### src/rtl/mat_pkg.sv
// Shared definitions for the matrix-result text transmitter: FSM state
// encodings and the ASCII constants used to format hex output.
package mat_pkg;

    typedef enum logic [2:0] {
        S_IDLE = 3'd0,
        S_WAIT = 3'd1,
        S_SEND = 3'd2,
        S_INCR = 3'd3,
        S_DONE = 3'd4
    } state_t;

    localparam logic [7:0] SPACE = 8'h20;
    localparam logic [7:0] CR    = 8'h0D;
    localparam logic [7:0] ZERO  = 8'h30;
    localparam logic [7:0] ALPHA = 8'h41;

    // Index width for a counter covering 0..n-1, never narrower than 1 bit.
    function automatic int idx_w(input int n);
        return (n > 1) ? $clog2(n) : 1;
    endfunction

endpackage

### src/rtl/hex2ascii.sv
// Combinational nibble to uppercase hex ASCII character.
module hex2ascii
    import mat_pkg::*;
(
    input  logic [3:0] nibble,
    output logic [7:0] ascii
);

    // 0-9 map onto '0'..'9', 10-15 onto 'A'..'F'.
    always_comb begin
        if (nibble < 4'd10) begin
            ascii = ZERO + {4'd0, nibble};
        end else begin
            ascii = ALPHA + {4'd0, nibble} - 8'd10;
        end
    end

endmodule

### src/rtl/mat_result_tx.sv
// Streams a captured frame of matrix results to a UART as hex text:
// N_HEX digits per element, space-separated, CR after every N_COL elements.
module mat_result_tx
    import mat_pkg::*;
#(
    parameter int N_ELEM = 16,
    parameter int N_COL  = 4,
    parameter int ELEM_W = 18,
    parameter int N_HEX  = 5
) (
    input  logic                     clk,
    input  logic                     reset,
    input  logic                     start,
    input  logic [N_ELEM*ELEM_W-1:0] results,
    input  logic                     is_transmitting,
    output logic                     transmit,
    output logic [7:0]               tx_byte,
    output logic                     busy,
    output logic                     done
);

    localparam int EW      = idx_w(N_ELEM);
    localparam int DW      = idx_w(N_HEX + 1);
    localparam int CW      = idx_w(N_COL);
    localparam int N_BYTES = N_ELEM * (N_HEX + 1);
    localparam int BW      = idx_w(N_BYTES);
    localparam int PAD_W   = N_HEX * 4;

    state_t                     state;
    logic [N_ELEM*ELEM_W-1:0]   captured;
    logic [EW-1:0]              elem_idx;
    logic [DW-1:0]              digit_idx;
    logic [CW-1:0]              col_idx;
    logic [BW-1:0]              byte_cnt;

    logic [EW-1:0]              nxt_elem;
    logic [DW-1:0]              nxt_digit;
    logic [CW-1:0]              nxt_col;

    logic [N_ELEM*ELEM_W-1:0]   sel_src;
    logic [EW-1:0]              sel_elem;
    logic [DW-1:0]              sel_digit;
    logic [CW-1:0]              sel_col;
    logic [ELEM_W-1:0]          sel_word;
    logic [PAD_W-1:0]           sel_pad;
    logic [3:0]                 sel_nibble;
    logic [7:0]                 digit_ascii;
    logic [7:0]                 sel_byte;

    // Position of the byte after the current one: digits 0..N_HEX-1 then the
    // separator slot N_HEX, after which the element and column counters step.
    always_comb begin
        nxt_elem  = elem_idx;
        nxt_digit = digit_idx + DW'(1);
        nxt_col   = col_idx;
        if (digit_idx == DW'(N_HEX)) begin
            nxt_digit = '0;
            nxt_elem  = elem_idx + EW'(1);
            nxt_col   = (col_idx == CW'(N_COL - 1)) ? '0 : col_idx + CW'(1);
        end
    end

    // Choose which position/data the next registered tx_byte is built from:
    // the live input at frame start, the advanced position when stepping.
    always_comb begin
        sel_src   = captured;
        sel_elem  = elem_idx;
        sel_digit = digit_idx;
        sel_col   = col_idx;
        if (state == S_IDLE) begin
            sel_src   = results;
            sel_elem  = '0;
            sel_digit = '0;
            sel_col   = '0;
        end else if (state == S_INCR) begin
            sel_elem  = nxt_elem;
            sel_digit = nxt_digit;
            sel_col   = nxt_col;
        end
    end

    // Extract the selected element, zero-extend it and pick its nibble, MSB first.
    always_comb begin
        sel_word   = sel_src[int'(sel_elem)*ELEM_W +: ELEM_W];
        sel_pad    = PAD_W'(sel_word);
        sel_nibble = '0;
        for (int i = 0; i < N_HEX; i++) begin
            if (sel_digit == DW'(N_HEX - 1 - i)) begin
                sel_nibble = sel_pad[i*4 +: 4];
            end
        end
    end

    hex2ascii u_hex2ascii (
        .nibble (sel_nibble),
        .ascii  (digit_ascii)
    );

    // Separator slot emits space or CR depending on the column; otherwise a digit.
    always_comb begin
        if (sel_digit == DW'(N_HEX)) begin
            sel_byte = (sel_col == CW'(N_COL - 1)) ? CR : SPACE;
        end else begin
            sel_byte = digit_ascii;
        end
    end

    // Frame sequencer with registered UART handshake and status outputs.
    always_ff @(posedge clk) begin
        if (reset) begin
            state     <= S_IDLE;
            captured  <= '0;
            elem_idx  <= '0;
            digit_idx <= '0;
            col_idx   <= '0;
            byte_cnt  <= '0;
            tx_byte   <= 8'h00;
            transmit  <= 1'b0;
            busy      <= 1'b0;
            done      <= 1'b0;
        end else begin
            case (state)
                S_IDLE: begin
                    done <= 1'b0;
                    if (start) begin
                        captured  <= results;
                        elem_idx  <= '0;
                        digit_idx <= '0;
                        col_idx   <= '0;
                        byte_cnt  <= '0;
                        tx_byte   <= sel_byte;
                        transmit  <= 1'b1;
                        busy      <= 1'b1;
                        state     <= S_WAIT;
                    end
                end
                S_WAIT: begin
                    if (is_transmitting) begin
                        transmit <= 1'b0;
                        state    <= S_SEND;
                    end
                end
                S_SEND: begin
                    if (!is_transmitting) begin
                        state <= S_INCR;
                    end
                end
                S_INCR: begin
                    if (byte_cnt == BW'(N_BYTES - 1)) begin
                        done  <= 1'b1;
                        state <= S_DONE;
                    end else begin
                        byte_cnt  <= byte_cnt + BW'(1);
                        elem_idx  <= nxt_elem;
                        digit_idx <= nxt_digit;
                        col_idx   <= nxt_col;
                        tx_byte   <= sel_byte;
                        transmit  <= 1'b1;
                        state     <= S_WAIT;
                    end
                end
                S_DONE: begin
                    done  <= 1'b0;
                    busy  <= 1'b0;
                    state <= S_IDLE;
                end
                default: begin
                    transmit <= 1'b0;
                    done     <= 1'b0;
                    busy     <= 1'b0;
                    state    <= S_IDLE;
                end
            endcase
        end
    end

endmodule
### config.mk
export PLATFORM = sky130hd
export DESIGN_NAME = mat_result_tx
export DESIGN_NICKNAME = d
export VERILOG_FILES = /design/src/rtl/mat_pkg.sv /design/src/rtl/hex2ascii.sv /design/src/rtl/mat_result_tx.sv
export SDC_FILE = /design/constraint.sdc
export NUM_CORES = 1
export LEC_CHECK = 0
export ABC_CLOCK_PERIOD_IN_PS = 3300
export BUFFER_PORTS_ARGS = -buffer_cell sky130_fd_sc_hd__buf_2
export CORE_MARGIN = 2
export CORE_UTILIZATION = 41
export DETAILED_ROUTE_END_ITERATION = 10
export PLACE_DENSITY = 0.66
export SYNTH_ARGS = -nofsm -noshare
export SYNTH_HDL_FRONTEND = slang
export SYNTH_SLANG_ARGS = --single-unit
export TNS_END_PERCENT = 100
### constraint.sdc
create_clock -name clk -period 3.3 [get_ports clk]
set_input_delay 0.66 -clock clk [delete_from_list [all_inputs] [get_ports clk]]
set_output_delay 0.66 -clock clk [all_outputs]
set_load 0.02 [all_outputs]
-- Word level (Yosys, flattened, before mapping)
Cells that the tools add are included.
- $add $sub $neg: 7
- multipliers: 1
- div/mod/pow operators: 0
- order comparisons: 1
- equality and inequality tests: 18
- shift operators: 1
- mux-type cells: 46
- bitwise operators: 3
- reductions and logical operators: 12
- operators with widths (operator ; count):
    2-to-1 mux 288 bit ; 1
    indexed part select 288 x 10 -> 18 bit ; 1
    2-to-1 mux 4 bit ; 10
    2-to-1 mux 8 bit ; 4
    2-to-1 mux 3 bit ; 9
    one-hot mux 8 bit (2 select lines) ; 1
    2-to-1 mux 7 bit ; 2
    one-hot mux 7 bit (2 select lines) ; 1
    == test 3 x 2 -> 1 bit, second input constant ; 4
    == test 3 bit, second input constant ; 4
    2-to-1 mux 2 bit ; 6
    one-hot mux 3 bit (4 select lines) ; 1
    adder 7 x 4 -> 8 bit, first input constant ; 1
    multiplier 4 x 4 -> 8 bit, second input constant ; 1
    inequality test 2 bit, second input constant ; 4
    one-hot mux 4 bit (2 select lines) ; 1
    subtractor 8 x 4 -> 8 bit, second input constant ; 1
    adder 6 x 4 -> 7 bit, first input constant ; 1
    adder 7 x 1 -> 7 bit, second input constant ; 1
    == test 7 bit, second input constant ; 1
    == test 3 x 1 -> 1 bit, second input constant ; 2
    logical NOT 3 bit ; 2
    2-to-1 mux 6 bit ; 1
    one-hot mux 3 bit (2 select lines) ; 1
    other kinds (17) ; 28
- bits in registers: 318
- bits in latches: 0
- memory bits (writable): 0
- bits in read-only memories: 0
- bits of input ports: 292
- output and inout port bits: 11
- word-level logic and storage cells: 99
- memories kept: 0

-- Logic depth before layout (Yosys ltp)
Gate-level depths: netlist of the first run.
- depth in word-level cells: 17
- mapped depth: 17
- gate-level depth less buffers: 13

-- Hierarchy
Synthesis of the first run repeated with hierarchy kept, for this count alone.
- cells, all modules: 2091
- area, all modules: 15468.6 sq um
- by module, submodules not included (module ; times used ; cells an instance ; area an instance (sq um) ; seq. area each (sq um)):
    mat_result_tx ; 1 ; 2075 ; 15363.5 ; 6366.1
    hex2ascii ; 1 ; 16 ; 105.1 ; 0.0

-- Worst setup path before layout of the first run
OpenSTA, ideal clock, no wires.
- path type: reg2reg
- start: register elem_idx[0]
- end: register tx_byte[2]
- setup time: 0.074 ns
- arrival: 3.265 ns
- data required time: 3.226 ns
- setup slack: -0.039 ns
- stages on the path, launching flop included: 16
- path buffers: 2
- period minus slack after synthesis: 3.339 ns
- cell sequence: dfxtp_1 ha_1 inv_1 nor3_1 nor2_1 buf_6 buf_2 a211o_1 o221ai_1 nor4_1 nor4b_1 o211a_1 ha_1 inv_1 or4_1 a31oi_1
- cells in the longest elaborated chain, start to end: 17
- elaborated cells between the ends (all ways): 20
- those cells by class: add/sub (4); mul (1); order compare (1); shift (1); mux (13)
- RTL lines (element ; RTL line ; source):
    from (decl) ; mat_result_tx.sv:31 ; logic [EW-1:0] elem_idx;
    from (signal assigned) ; mat_result_tx.sv:154 ; elem_idx <= nxt_elem;
    adder 4 x 1 -> 4 bit ; mat_result_tx.sv:58 ; nxt_elem = elem_idx + EW'(1);
    2-to-1 mux 4 bit ; mat_result_tx.sv:56 ; if (digit_idx == DW'(N_HEX)) begin
    2-to-1 mux 4 bit * ; mat_result_tx.sv:75 ; end else if (state == S_INCR) begin
    2-to-1 mux 4 bit * ; mat_result_tx.sv:70 ; if (state == S_IDLE) begin
    multiplier 4 x 4 -> 8 bit * ; mat_result_tx.sv:84 ; sel_word = sel_src[int'(sel_elem)*ELEM_W +: ELEM_W];
    indexed part select 288 x 10 -> 18 bit * ; mat_result_tx.sv:84 ;
    2-to-1 mux 4 bit (4 in a row) ; mat_result_tx.sv:88 ; if (sel_digit == DW'(N_HEX - 1 - i)) begin
    2-to-1 mux 4 bit * ; mat_result_tx.sv:88 ;
    adder 7 x 4 -> 8 bit ; hex2ascii.sv:14 ; ascii = ALPHA + {4'd0, nibble} - 8'd10;
    subtractor 8 x 4 -> 8 bit ; hex2ascii.sv:14 ;
    2-to-1 mux 8 bit * ; hex2ascii.sv:11 ; if (nibble < 4'd10) begin
    2-to-1 mux 8 bit * ; mat_result_tx.sv:101 ; if (sel_digit == DW'(N_HEX)) begin
    2-to-1 mux 8 bit, on equally long branches ; mat_result_tx.sv:149, mat_result_tx.sv:125 ;
    one-hot mux 8 bit (2 select lines) * ; mat_result_tx.sv:122 ; case (state)
    to (signal assigned) ; mat_result_tx.sv:131 ; tx_byte <= sel_byte;
    to (signal assigned) ; mat_result_tx.sv:157 ; tx_byte <= sel_byte;
    to (decl) ; mat_result_tx.sv:17 ; output logic [7:0] tx_byte,
Mark *: on every way between the ends. The rest lies on a longest branch, timed or not. The select of a mux whose other input is x is not followed.
A chain may end at the register's enable or synchronous reset.

-- Worst setup path after layout of the first run
- start: register state[2]
- end: register tx_byte[2]
- cells in the longest elaborated chain, start to end: 16
- elaborated cells between the ends (all ways): 37
- those cells by class: add/sub (3); mul (1); order compare (1); eq/ne (9); shift (1); mux (18); reduce/logical (4)
- RTL lines (element ; RTL line ; source):
    from (decl) ; mat_result_tx.sv:29 ; state_t state;
    from (signal assigned) ; mat_result_tx.sv:111 ; state <= S_IDLE;
    from (signal assigned) ; mat_result_tx.sv:134 ; state <= S_WAIT;
    from (signal assigned) ; mat_result_tx.sv:140 ; state <= S_SEND;
    == test 3 x 2 -> 1 bit ; mat_result_tx.sv:75, mat_result_tx.sv:122 ;
    2-to-1 mux 4 bit ; mat_result_tx.sv:75 ;
    2-to-1 mux 4 bit ; mat_result_tx.sv:70 ;
    multiplier 4 x 4 -> 8 bit ; mat_result_tx.sv:84 ;
    indexed part select 288 x 10 -> 18 bit ; mat_result_tx.sv:84 ;
    2-to-1 mux 4 bit (5 in a row) ; mat_result_tx.sv:88 ;
    adder 7 x 4 -> 8 bit ; hex2ascii.sv:14 ;
    subtractor 8 x 4 -> 8 bit ; hex2ascii.sv:14 ;
    2-to-1 mux 8 bit ; hex2ascii.sv:11 ;
    2-to-1 mux 8 bit ; mat_result_tx.sv:101 ;
    2-to-1 mux 8 bit, on equally long branches ; mat_result_tx.sv:149, mat_result_tx.sv:125 ;
    one-hot mux 8 bit (2 select lines) ; mat_result_tx.sv:122 ;
Several ways; a longest one is shown, not always the timed one. The select of a mux whose other input is x is not followed.

==> results of run 1 <==
==> repair_timing <==
action / 4_1_cts / 5_1_grt
setup buffers: 17 / 8
endpoints found under the setup margin: 7 / 7
pin swaps: 27 / 24
resized for setup: 79 / 40
cloned: 1 / 1
==> stage by stage <==
step | area (sq um) | util, %
6_report | 20900 | 55.7
4_1_cts | 20600 | 54.9
2_1_floorplan | 15600 | -
3_5_place_dp | 19000 | 50.5
5_1_grt | 20900 | 55.7
3_3_place_gp | 19000 | 50.5
==> report_power, final <==
| part | switching [uW] | leakage, uW | internal, uW |
|---|---|---|---|
| combinational | 999 | 0.00540 | 648 |
| clock | 1670 | 0.000569 | 2360 |
| sequential | 230 | 0.00260 | 4090 |
| total | 2900 | 0.00857 | 7100 |
==> worst max-delay path, stage by stage, from the launching register on <==
cell      delay [ns]
dfxtp_4         0.36
buf_6           0.11
nand4b_4        0.24
o21ai_4         0.24
nand2_2         0.11
buf_12          0.14
and3_4          0.16
or4_4           0.49
a41oi_4         0.26
nand4_1         0.17
a31oi_4         0.30
ha_4            0.18
inv_2           0.03
or4_1           0.49
a31oi_1         0.16
==> Yosys cell counts, drive strengths merged (4+ instances only) <==
master / instances
nand2: 754
a21oi: 355
dfxtp: 317
clkbuf: 116
buf: 66
o21ai: 57
nand3: 49
nor2: 46
a31oi: 38
mux2i: 34
a211oi: 30
nor3: 26
and3: 23
o22ai: 19
o211ai: 13
o221ai: 13
inv: 11
a221oi: 9
mux2: 9
nand4: 9
o211a: 9
a211o: 8
nor4: 8
a221o: 7
a22oi: 7
a32oi: 7
nand2b: 7
o2111ai: 6
xor2: 5
a31o: 4
a32o: 4
ha: 4
==> final cells by class <==
cell class                      instances  area, sq um  area share [%]
Inverter                               12         45.0           0.215
Clock buffer                           49         1030            4.93
Timing Repair Buffer                  548         3850            18.4
Sequential cell                       317         6360            30.4
Clock inverter                         13          136           0.652
Tap cell                              511          639            3.06
Multi-Input combinational cell       1629         8850            42.3
==> sequential cells by signal (all words and copies together), names as in the netlist <==
signal / cells
busy: 1
byte_cnt: 7
captured: 288
col_idx: 2
digit_idx: 3
done: 1
elem_idx: 4
state: 3
transmit: 1
tx_byte: 7
==> cells by family (layout without fill, tap and decap cells) <==
group	Yosys count	count (layout)
buffers and inverters	194	622
AOI/OAI and AO/OA	622	622
muxes	43	43
DFF	317	317
and+or+nand+nor	952	953
other	1	1
xor gates and xnor gates	6	6
adders and majority gates	4	4
==> worst max-delay path by stage <==
stage	end	cells after the start
4_1_cts	tx_byte[2]	15
2_1_floorplan	tx_byte[2]	16
3_3_place_gp	tx_byte[2]	14
3_5_place_dp	tx_byte[2]	14
5_1_grt	tx_byte[2]	14
6_report	tx_byte[2]	14
==> layer usage <==
layer | track usage, % | routed length, microns | vias to the layer above
met5 | 0 | 0 | -
met4 | 11.7 | 2420 | 0
met3 | 5.65 | 5480 | 130
met2 | 51.9 | 30500 | 783
met1 | 45.9 | 29000 | 8311
li1 | - | - | 8211
==> metrics.txt, run 1 <==
hold wc startpoint=results[33]; layout cells sized above 1=28.0%; worst-path maximum fanout=5; Final Slew Violations=0; sequential area share after synthesis=40.6%; failing checks=negative setup slack; Final WS setup=-0.237 ns; xor-xnor portion of the synthesized cell area=0.336%; final period utilization=107%; Mean Syn Cell Area=7.31 sq um; worst clock skew=0.0269 ns; fin cells=3,079; post-DP HPWL=51,200 microns; final net count=2,840; Worst slew margin=57.6%; Clock Sink Count=317; aggregate global-route resource usage=33.1%; GR Overflow Total=0; fmax=0.283 GHz; largest net degree at the start of global routing=124; dpl ws=-0.583 ns; Synth Area in Adders=0.320%; fill count=3,593; Antenna Cells=0; share of the synthesized area in the top cell type=40.6%; Worst Reg-to-Reg Cells=14; Area contributors post-synth=dfxtp_1 (41%), nand2_1 (18%), a21oi_1 (11%), clkbuf_1 (2.8%), mux2i_1 (2.2%); Cells after DPL=2,990; Leak=0.00857 uW; total length of routed wires=67,500 microns; worst hold stages=3; CTS tree=yes; Post-synth EDFFs=0; area of the core=37,600 sq um; most common cell after layout, fill and taps aside=nand2_1; global-route wire length before repair=98,100 microns; WL per Instance=21.9 microns; GP Congestion=0.988; Max IR drop VDD=285 uV; vias in the first global route=16,193; PortBufs=301; launch point of the critical path=state[2]; htree depth=2; reg2reg end=tx_byte[2]; clock buffer depth=3; largest family of logic cells by synthesized area=simple AND/OR/NAND/NOR gates; status=finished, violations left; Final min period=3.54 ns; Cells after Synth=2,139; simple-gate share of the synthesized area=25.7%; RSZ-0062 raised after global routing=true; Clock transition at path regs=0.06 ns; HP Class=input pin to flop; number of remaining DRC errors=0; Placement Rows=71; IO Count=303; synthesized flop and latch total=317; clock latency on the worst-skew pair=0.55 ns; vias=17,435; worst r2r src=state[2]; kind of critical path=flop to flop; post-synth cell types=95; mux cell area share after synthesis=2.82%; final setup TNS=-0.493 ns; syn_nets=2,435; critical path capture point type=flop; ys async rst share=0%; pwr dens=478 nW/um^2; hold_buf cts=0; Root Buffer=clkbuf_16; Area Growth Syn to Fin=33.7%; 1st-iter DRT viols=1,743; starting density of the core=41.6%; Hold EP=captured[33]; crit path DAT=4.00 ns; TritonCTS Buffers=36; compound-gate portion of the synthesized area=24.4%; die height=199 microns; Fin. Hold Viols=0; initial antenna violation count=0; commonest cells after routing, fill and taps aside=nand2_1 (745), a21oi_1 (347), dfxtp_1 (310), buf_2 (301), buf_4 (192); Worst EP required=3.77 ns; crit start category=flop; flop2flop setup slack=-0.24 ns; Routed Antenna Nets=0; top_reg_cell synth=dfxtp_1; post-synthesis instance area=15,600 sq um; Yosys top cell by area=dfxtp_1; DRT Pass-1 Iters=6; Die W=199 microns; die area=39,700 sq um; Finish-stage setup viols=6; Ys Warns=0; Pwr Total=10000 uW; vias per inst=5.66; hold_ws=0.345 ns; # Max-Cap Violations=0; worst slew pin tran=0.637 ns
(Power assumes the default switching activity.)
==> run 2, diff against run 1 <==
- RECOVER_POWER: default -> 25
==> metrics.txt, run 2 (synthesis gave the netlist of run 1 again) <==
status=finished, violations left; failing checks=negative setup slack; critical path capture point type=flop; worst clock skew=0.0288 ns (+0.00187 ns); layout cells sized above 1=27.5% (-0.43 points); number of remaining DRC errors=0 (unchanged); Antenna Cells=0 (unchanged); CP endpoint=tx_byte[2]; HP Class=input pin to flop; Leak=0.00853 uW (-0.52%); crit path DAT=4.00 ns (about the same); Finish-stage setup viols=6 (unchanged); top flop regs=captured: 288 flops, byte_cnt: 7 flops, tx_byte: 7 flops; aggregate global-route resource usage=33.1% (unchanged); Clock transition at path regs=0.06 ns (about the same); Pwr Total=9990 uW (about the same); 1st-iter DRT viols=1,749 (+0.34%); largest net degree at the start of global routing=124 (unchanged); PortBufs=301 (unchanged); fmax=0.283 GHz (+0.10%); Placement Rows=71 (unchanged); Clock Sink Count=317 (unchanged); final net count=2,840 (unchanged); commonest cells after routing, fill and taps aside=nand2_1 (745), a21oi_1 (347), dfxtp_1 (310), buf_2 (291), buf_4 (191); hold_ws=0.344 ns (-0.00142 ns); Area Growth Syn to Fin=33.6%; vias in the first global route=16,193 (unchanged); DRT Pass-1 Iters=9 (+3); GR Overflow Total=0 (unchanged); Fin. Hold Viols=0 (unchanged); GP Congestion=0.988 (unchanged); Die W=199 microns (unchanged); Slowest-stage cell, CP=or4_4; Worst EP required=3.77 ns (about the same); Final Slew Violations=0 (unchanged); starting density of the core=41.6% (unchanged); WL per Instance=21.9 microns (about the same); clock buffer depth=3 (unchanged); flop2flop setup slack=-0.23 ns (about the same); kind of critical path=flop to flop; crit-path cells=buf_6 -> nand4b_4 -> o21ai_4 -> nand2_2 -> buf_12 -> and3_4 -> or4_4 -> a41oi_4 -> nand4_1 -> a31oi_4 -> ha_4 -> inv_2 -> or4_1 -> a31oi_1; CTS tree=yes; initial antenna violation count=0 (unchanged); Max IR drop VDD=287 uV (+0.69%); htree depth=2 (unchanged); # Max-Cap Violations=0 (unchanged); Final min period=3.53 ns (-0.00360 ns); Worst path max stage delay=0.49 ns (about the same); launch point of the critical path=state[2]; worst slew pin tran=0.997 ns (+0.361 ns); clock latency on the worst-skew pair=0.55 ns (about the same); worst-path maximum fanout=5 (unchanged); area of the core=37,600 sq um (unchanged); reg2reg end=tx_byte[2]; Largest Register=captured; pwr dens=478 nW/um^2 (about the same); RSZ-0062 raised after global routing=true; Worst Reg-to-Reg Cells=14 (unchanged); TritonCTS Buffers=36 (unchanged); most common cell after layout, fill and taps aside=nand2_1; Root Buffer=clkbuf_16; vias=17,435 (unchanged); Worst slew margin=33.3% (-24 points); vias per inst=5.66 (unchanged); IO Count=303 (unchanged); crit start category=flop; Final WS setup=-0.233 ns (+0.00360 ns); global-route wire length before repair=98,100 microns (unchanged); total length of routed wires=67,500 microns (about the same); max reg flops=288 (unchanged); final period utilization=107% (-0.11 points); Routed Antenna Nets=0 (unchanged); die height=199 microns (unchanged); worst r2r src=state[2]; die area=39,700 sq um (unchanged); post-DP HPWL=51,200 microns (unchanged)
[run 2: metrics by stage]
stage	cell area, sq um	cells	setup WS [ns]	util [%]	TNS (ns)
2_1_floorplan	15600	2139	0.00466	-	0
3_3_place_gp	19000	2990	-0.530	50.5	-2.46
3_5_place_dp	19000	2990	-0.583	50.5	-2.79
4_1_cts	20600	3070	-0.199	54.9	-0.305
5_1_grt	20900	3079	-0.296	55.6	-0.897
6_report	20900	3079	-0.233	55.6	-0.491
[run 2: layout make-up]
class | count | area, sq um
timing repair buffer | 548 | 3830
multi-input combinational | 1629 | 8850
clock buffer | 49 | 1030
tap | 511 | 639
sequential | 317 | 6360
clock inverter | 13 | 136
fill | 3601 | 16700
inverter | 12 | 45.0
[run 2: worst min-delay path by stage]
stage          slack, ns          start            end  cells after the start
2_1_floorplan       0.43   captured[90]   captured[90]                      2
3_3_place_gp        0.44  captured[227]  captured[227]                      2
3_5_place_dp        0.44   captured[50]   captured[50]                      2
4_1_cts             0.33    results[33]   captured[33]                      3
5_1_grt             0.35   results[117]  captured[117]                      3
6_report            0.34    results[33]   captured[33]                      3
[run 2: what timing repair did]
item,CTS,global route
pin swaps,27,24
gates resized for setup,79,40
endpoints found under the setup margin,7,7
setup buffers,17,8
cloned,1,1
hold buffers,0,0
[run 2: worst max-delay path: cells and delay by family, from the launching register on]
family / cells / cell delay, ns
adder cells (fa/ha/maj): 1 / 0.18
AND/OR/NAND/NOR: 6 / 1.66
buffers and inverters: 3 / 0.28
flip-flops: 1 / 0.36
AO/OA/AOI/OAI: 4 / 0.96
[run 2: where the power goes]
| part | leakage (uW) | switching (uW) | internal [uW] |
|---|---|---|---|
| clock network | 0.000569 | 1670 | 2360 |
| logic | 0.00535 | 1000 | 642 |
| registers | 0.00260 | 231 | 4090 |
| total | 0.00853 | 2900 | 7090 |
[run 2: layer usage]
metal  global-route usage [%]  share of wire [%]  up-vias
met5                        0                  0        -
li1                         -                  -     8210
met1                     45.9                 43     8309
met2                     51.9                 45      775
met4                     11.7                3.8        0
met3                     5.65                7.9      141
